===== config.mk =====
export PLATFORM = sky130hd
export DESIGN_NAME = hlpte_fwd_tq
export DESIGN_NICKNAME = d
export VERILOG_FILES = /design/src/rtl/hlpte_fwd_tq.sv
export SDC_FILE = /design/constraint.sdc
export NUM_CORES = 2
export LEC_CHECK = 0
export ABC_AREA = 1
export CORE_MARGIN = 2
export CORE_UTILIZATION = 35
export DETAILED_ROUTE_END_ITERATION = 10
export GPL_ROUTABILITY_DRIVEN = 1
export PLACE_DENSITY = 0.5
export SLEW_MARGIN = 0
export SYNTH_ARGS = -nofsm -noshare
export SYNTH_HDL_FRONTEND = slang
export SYNTH_SLANG_ARGS = --single-unit

===== constraint.sdc =====
create_clock -name clk -period 8.4 [get_ports clk]
set_input_delay 2.1 -clock clk [delete_from_list [all_inputs] [get_ports clk]]
set_output_delay 2.1 -clock clk [all_outputs]
set_load 0.1 [all_outputs]

===== src/rtl/hlpte_fwd_tq.sv =====
// Forward 4x4 H.264-style integer transform and quantizer for the HLPTE residual stream.
// Rows are transformed as they arrive; columns in one XFORM cycle; levels leave via a 2-stage quant pipe.
module hlpte_fwd_tq #(
  parameter int unsigned DW = 9,
  parameter int unsigned OW = 16
) (
  input  logic          clk,
  input  logic          rst_n,
  input  logic          in_valid,
  input  logic [DW-1:0] in_data,
  input  logic [4:0]    qp,
  output logic          busy,
  output logic          out_valid,
  output logic [OW-1:0] out_value
);

  typedef enum logic [1:0] {StIdle, StLoad, StXform, StOut} state_e;

  state_e             state_q;
  logic [3:0]         cnt_q;
  logic [4:0]         qp_q;
  logic signed [15:0] x_q [3];
  logic signed [15:0] t_q [16];
  logic signed [15:0] w_q [16];
  logic               v1_q;
  logic               neg1_q;
  logic [29:0]        sum1_q;

  // One output of the 1-D core transform C applied to the vector (a, b, c, d).
  function automatic logic signed [15:0] coef(input logic [1:0] k, input logic signed [15:0] a,
                                              input logic signed [15:0] b,
                                              input logic signed [15:0] c,
                                              input logic signed [15:0] d);
    unique case (k)
      2'd0:    coef = a + b + c + d;
      2'd1:    coef = (a <<< 1) + b - c - (d <<< 1);
      2'd2:    coef = a - b - c + d;
      default: coef = a - (b <<< 1) + (c <<< 1) - d;
    endcase
  endfunction

  // cls: 0 = both even, 1 = both odd, 2 = mixed.
  function automatic logic [13:0] mf_lookup(input logic [2:0] m, input logic [1:0] cls);
    logic [13:0] a, b, c;
    unique case (m)
      3'd0:    begin a = 14'd13107; b = 14'd5243; c = 14'd8066; end
      3'd1:    begin a = 14'd11916; b = 14'd4660; c = 14'd7490; end
      3'd2:    begin a = 14'd10082; b = 14'd4194; c = 14'd6554; end
      3'd3:    begin a = 14'd9362;  b = 14'd3647; c = 14'd5825; end
      3'd4:    begin a = 14'd8192;  b = 14'd3355; c = 14'd5243; end
      default: begin a = 14'd7282;  b = 14'd2893; c = 14'd4559; end
    endcase
    mf_lookup = (cls == 2'd0) ? a : (cls == 2'd1) ? b : c;
  endfunction

  logic [2:0]         qdiv, qmod;
  logic [4:0]         qbits;
  logic [29:0]        fval;
  logic [1:0]         cls;
  logic [13:0]        mf;
  logic signed [15:0] w_cur, x_in;
  logic [15:0]        w_abs;
  logic [OW-1:0]      lvl;
  logic               cap;
  logic [3:0]         cap_idx;

  always_comb begin
    qdiv  = 3'(qp_q / 5'd6);
    qmod  = 3'(qp_q % 5'd6);
    qbits = 5'd15 + 5'(qdiv);
    unique case (qdiv)
      3'd0:    fval = 30'd10922;
      3'd1:    fval = 30'd21845;
      3'd2:    fval = 30'd43690;
      3'd3:    fval = 30'd87381;
      default: fval = 30'd174762;
    endcase
    if (!cnt_q[2] && !cnt_q[0])    cls = 2'd0;
    else if (cnt_q[2] && cnt_q[0]) cls = 2'd1;
    else                           cls = 2'd2;
    mf      = mf_lookup(qmod, cls);
    w_cur   = w_q[cnt_q];
    w_abs   = w_cur[15] ? 16'(-w_cur) : 16'(w_cur);
    lvl     = OW'(sum1_q >> qbits);
    x_in    = 16'($signed(in_data));
    // A new block is only accepted once the quant pipe has fully drained.
    cap     = in_valid && ((state_q == StLoad) ||
                           (state_q == StIdle && !v1_q && !out_valid));
    cap_idx = (state_q == StIdle) ? 4'd0 : cnt_q;
  end

  assign busy = (state_q != StIdle) || v1_q || out_valid;

  always_ff @(posedge clk or negedge rst_n) begin
    if (!rst_n) begin
      state_q   <= StIdle;
      cnt_q     <= '0;
      qp_q      <= '0;
      v1_q      <= 1'b0;
      neg1_q    <= 1'b0;
      sum1_q    <= '0;
      out_valid <= 1'b0;
      out_value <= '0;
      for (int i = 0; i < 3; i++)  x_q[i] <= '0;
      for (int i = 0; i < 16; i++) begin
        t_q[i] <= '0;
        w_q[i] <= '0;
      end
    end else begin
      out_valid <= v1_q;
      out_value <= !v1_q ? '0 : (neg1_q ? OW'(-lvl) : lvl);
      v1_q      <= 1'b0;

      if (cap) begin
        if (cap_idx[1:0] != 2'd3) begin
          x_q[cap_idx[1:0]] <= x_in;
        end else begin
          for (int k = 0; k < 4; k++)
            t_q[{cap_idx[3:2], 2'(k)}] <= coef(2'(k), x_q[0], x_q[1], x_q[2], x_in);
        end
      end

      unique case (state_q)
        StIdle: if (cap) begin
          qp_q    <= (qp > 5'd29) ? 5'd29 : qp;
          cnt_q   <= 4'd1;
          state_q <= StLoad;
        end
        StLoad: if (cap) begin
          cnt_q <= cnt_q + 4'd1;
          if (cnt_q == 4'd15) state_q <= StXform;
        end
        StXform: begin
          for (int j = 0; j < 4; j++)
            for (int k = 0; k < 4; k++)
              w_q[k*4+j] <= coef(2'(k), t_q[j], t_q[4+j], t_q[8+j], t_q[12+j]);
          cnt_q   <= '0;
          state_q <= StOut;
        end
        default: begin
          v1_q   <= 1'b1;
          sum1_q <= 30'(w_abs) * 30'(mf) + fval;
          neg1_q <= w_cur[15];
          cnt_q  <= cnt_q + 4'd1;
          if (cnt_q == 4'd15) state_q <= StIdle;
        end
      endcase
    end
  end

endmodule

# Word level (Yosys, flattened, before mapping)
# Cells that the tools add are included.
# totals
elab_cells	223
register_bits	620
# classes
addsub	65
n_shift	1
magnitude_cmp	12
mul	1
mux	48
div	2
reduce_logical	29
n_bitwise	7
eq_ne	15
# ops
operator	n
bitwise mux 256 bit	4
adder 16 bit	28
subtractor 16 bit	28
two-way mux 16 bit	18
demux 16 bit (select 4 bit)	4
case mux 18 bit (4 select lines)	1
case mux 14 bit (5 select lines)	1
case mux 13 bit (5 select lines)	1
binary-select mux 16 bit (select 4 bit)	1
case mux 12 bit (5 select lines)	1
bitwise mux 48 bit	1
adder 16 x 9 -> 16 bit	2
demux 16 bit (select 2 bit)	1
negation 16 bit	2
adder 30 x 18 -> 30 bit	1
multiplier 16 x 14 -> 30 bit	1
>> shifter 30 x 5 -> 16 bit	1
two-way mux 14 bit	2
>= comparator 5 bit, second input constant	5
NOT 4 -> 5 bit	5
less-than comparator 5 x 1 -> 1 bit, second input constant	4
subtractor 16 x 10 -> 16 bit	1
subtractor 16 x 9 -> 16 bit	1
== test 3 x 2 -> 1 bit, second input constant	4
other kinds (32)	62

# Longest topological paths before layout
# depth
depth_word	11
depth_mapped	48

# Least setup slack after synthesis
# No wires, ideal clock.
# synth_timing
path_type	register to register
start	register qp_q[4]
end	register sum1_q[21]
arrival_ns	7.287
synth_period_minus_slack_ns	7.420
setup_slack_ns	0.980
required_ns	8.267
stages_incl_launch_ff	42
cell_sequence	dfrtp_1 > nor2_4 > nand2_1 > ha_1 > nand2_2 > nand2_1 > nand2_1 > inv_1 > ha_1 > inv_1 > nand2_1 > nor2_2 > nand3_4 > nand2_1 > nand2_2 > inv_2 > nor2_4 > nor2_1 > [6 not listed] > fa_1 > fa_1 > inv_1 > fa_1 > fa_1 > fa_1 > inv_1 > fa_1 > inv_1 > ha_1 > a21o_1 > a31oi_1 > o21ai_0 > a21oi_1 > nand2_1 > or2_2 > nand3_1 > o21ai_0
# synth_via
elab_chain_cells	7
# synth_rtl
item	line_no	rtl
start, declared	21	logic [4:0] qp_q;
start signal, assigned	125	qp_q <= (qp > 5'd29) ? 5'd29 : qp;
modulo 5 x 3 -> 5 bit	69	qmod = 3'(qp_q % 5'd6);
== test 3 bit, or another cell as far along	45	unique case (m)
case mux 12 bit (5 select lines) / case mux 13 bit (5 select lines) (equally long branches)	45	
two-way mux 14 bit (2 in a row)	53	mf_lookup = (cls == 2'd0) ? a : (cls == 2'd1) ? b : c;
multiplier 16 x 14 -> 30 bit	142	sum1_q <= 30'(w_abs) * 30'(mf) + fval;
adder 30 x 18 -> 30 bit (*)	142	
end signal, assigned	142	
end, declared	27	logic [29:0] sum1_q;
# Every way passes the cells marked *; elsewhere a longest branch is shown, timed or not.
# A chain may end at the register's enable or synchronous reset.

# Final worst setup path
# layout_timing
start	register cnt_q[0]
end	register sum1_q[19]
# layout_via
elab_chain_cells	8
# layout_rtl
item	line_no	rtl
start, declared	20	logic [3:0] cnt_q;
start signal, assigned	130	cnt_q <= cnt_q + 4'd1;
start signal, assigned	144	cnt_q <= cnt_q + 4'd1;
NOT 4 -> 5 bit (implied by the code), or another cell as far along	82	w_cur = w_q[cnt_q];
binary-select mux 16 bit (select 4 bit), or another cell as far along	82	
two-way mux 16 bit (implied by the code) / two-way mux 2 bit (equally long branches)	82, 78	
two-way mux 16 bit (implied by the code) / == test 2 x 1 -> 1 bit (equally long branches)	82, 53	
negation 16 bit / two-way mux 14 bit (equally long branches)	83, 53	
two-way mux 16 bit / two-way mux 14 bit (equally long branches)	83, 53	
multiplier 16 x 14 -> 30 bit (*)	142	
adder 30 x 18 -> 30 bit (*)	142	
# Every way passes the cells marked *; elsewhere a longest branch is shown, timed or not. The select of a mux whose other input is x is not followed.

==> metrics.txt <==
outcome=complete, no violations; post-cts hold buffer count=0; Tcrit/Tclk final=0.9546; Synth Area in Compound Gates=0.1288; Most used DFF post-synth=dfrtp_1; first-pass GRT wire length=273.2 mm; Synth Area in Adders=0.3567; drt first pass iters=6; met1 GRT Util=0.3013; yosys warns=0; Worst path most repeated cell=fa_1; final setup vio count=0; most frequent cells in the layout=nand2_1, inv_1, o21ai_0, fa_1, dfrtp_1; initial antenna violation count=1; crit path DAT=roughly 8500 ps; fill count=15.87k; gr busiest metal=met2; XOR/XNOR share of the synthesized area=0.04836; CTS tree=built; root buffer cell=clkbuf_16; Simple-Gate Fraction of Synth Area=0.1313; # rows=145; GRT Total Usage=0.2222; worst clock skew=~44 ps; RSZ-0062 raised after global routing=true; GRT Residual Overflow=0; Storage cell area=14620 um2; DR WL/cell=21.27 um; critical-path maximum fanout=40; async set-reset flop share out of synthesis=1.000; WP data required=8920 ps; Port Buf Inserts=34; number of synthesized register bits=584; Hold Path Class=reg2reg; Critical Path End Type=register; fraction of layout cells with a size suffix above 1=0.05626; Post-DRT Antenna Nets=0; Final Hold Viols=0; post-synthesis sequential area ratio=0.2640; die extent in y=401.7 um; DR iter-0 viols=between 2k and 3k; Die X=around 400 um; Final Max Tran Viols=0; Worst setup SP type=register; clk slew on worst S/H paths=60 ps; mux share of post-synthesis cell area=0.001989; final setup TNS=0 ps; Vias/cell=5.002; Fmax=124.7 MHz; maxcap violations=0; Skew-Pair Late Insertion Delay=690 ps; Worst path max stage delay=530 ps; DRC=0; min cycle time layout=8018 ps; CTS H-tree depth=3; multi-input logic area=37050 um2; initial core utilization=0.3536; Distinct cells, synth=63; largest net degree at the start of global routing=143; worst relative slew slack=0.2347; vias in the first global route=44.10k; commonest non-fill, non-tap cell in the layout=nand2_1; M3 GR Usage=0.02702; Nets=7360; area of the core=156600 um2; largest family of logic cells by synthesized area=adder cells; Syn Nets=7309; Vias=between 40k and 50k; Cells after Synth=just over 6k; number of flops mapped to enable cells by yosys=0; met2 Track Usage GR=0.3778; hold_ws=479.4 ps; Syn-to-layout area delta=10.80%; final worst slack=~380 ps; GPL Wtd Cong=0.9228; IO Count=35; clk sinks=584; critical path's slowest cell=o221ai_1; Die Area=161400 um2; DPL Wire Length=143.2 mm; final WL=176.9 mm; actual slew at the worst max-slew pin=1140 ps; CTS buffer count=79; Avg Synthesized Cell Area=9.011 um2; synthesized area=roughly 55000 um2; critical path class=reg2reg; Placement Setup Slack=296.3 ps; post-layout util=0.3918; worst-case clock buffer depth=3
[worst paths after layout]
path / start / to / slack, ps / cells after the start
min in group asynchronous: rst_n / t_q[48] / 1440 / 1
max in group asynchronous: rst_n / t_q[18] / 5540 / 2
hold / removal: sum1_q[24] / sum1_q[24] / 480 / 2
hold reg to reg: sum1_q[24] / sum1_q[24] / 480 / 2
setup reg to reg: cnt_q[0] / sum1_q[19] / 380 / 35
setup / recovery: cnt_q[0] / sum1_q[19] / 380 / 35
[logic make-up (layout without fill, tap and decap cells)]
group           count (synthesis)  after routing
simple gates                 1805           1805
compound gates               1310           1310
fa+ha+maj                    1148           1148
buf+inv                       985           1098
flops                         584            584
xor+xnor                      301            301
mux                            11             11
other cells                     0              1
[synthesized netlist by cell type (17+ instances only)]
library cell     n  area share
a21oi_1        331       0.030
o221ai_1        36      0.0057
buf_2           30      0.0027
a31oi_1         33      0.0037
inv_2           26      0.0018
inv_1          766       0.052
o21ai_1         33      0.0030
dfrtp_1        584        0.26
nand3_1        140       0.013
xor2_1         158       0.025
o31ai_1         17      0.0023
o21bai_1        28      0.0038
nor2_1         365       0.025
fa_1           717        0.26
nor3_1          22      0.0020
ha_1           431       0.097
nand2_1       1196       0.081
a21o_1          22      0.0030
xnor2_1        139       0.022
clkbuf_1       132      0.0089
o211ai_1        17      0.0023
o21ai_0        723       0.065
o22ai_1         20      0.0023
[per-layer routing]
layer	wire length [um]	part of all wire
met5	0	0
met4	4514	0.026
met3	6765	0.038
met2	85110	0.48
met1	80460	0.45
[stage by stage]
| step | instances | instance area, um2 |
|---|---|---|
| detailed placement | 8166 | 58500 |
| finish | 8316 | 61340 |
| global placement | 8166 | 58500 |
| floorplan | 6144 | 55360 |
| global route | 8315 | 61340 |
| CTS | 8309 | 61200 |
[layout make-up]
class	count	area share
Antenna cell	1	0.00004079
Multi-Input combinational cell	4575	0.6040
Sequential cell	584	0.2383
Clock buffer	117	0.03798
Inverter	800	0.04942
Tap cell	2058	0.04198
Clock inverter	26	0.006058
Timing Repair Buffer	155	0.02219
[flip-flops by register name, summed over array words and instances, names as in the netlist]
register   count
x_q           27
out_value     16
cnt_q          4
t_q          256
state_q        2
sum1_q        15
neg1_q         1
qp_q           5
out_valid      1
v1_q           1
w_q          256
[what timing repair did]
| item | in CTS | in global routing |
|---|---|---|
| endpoints found under the setup margin | 0 | 13 |
| gates resized for setup | 0 | 26 |
| buffers inserted | 0 | 6 |
[worst max-delay path: cells and delay by family, from the launching register on]
kind / cells / cell delay (ps)
buf+inv: 13 / 1480
simple gates: 7 / 910
flops: 1 / 500
xor+xnor: 2 / 280
fa+ha+maj: 7 / 3290
compound gates: 6 / 1370
Power is not shown: default switching activity piles up to over one toggle a cycle in this logic, so the estimate is an artifact.
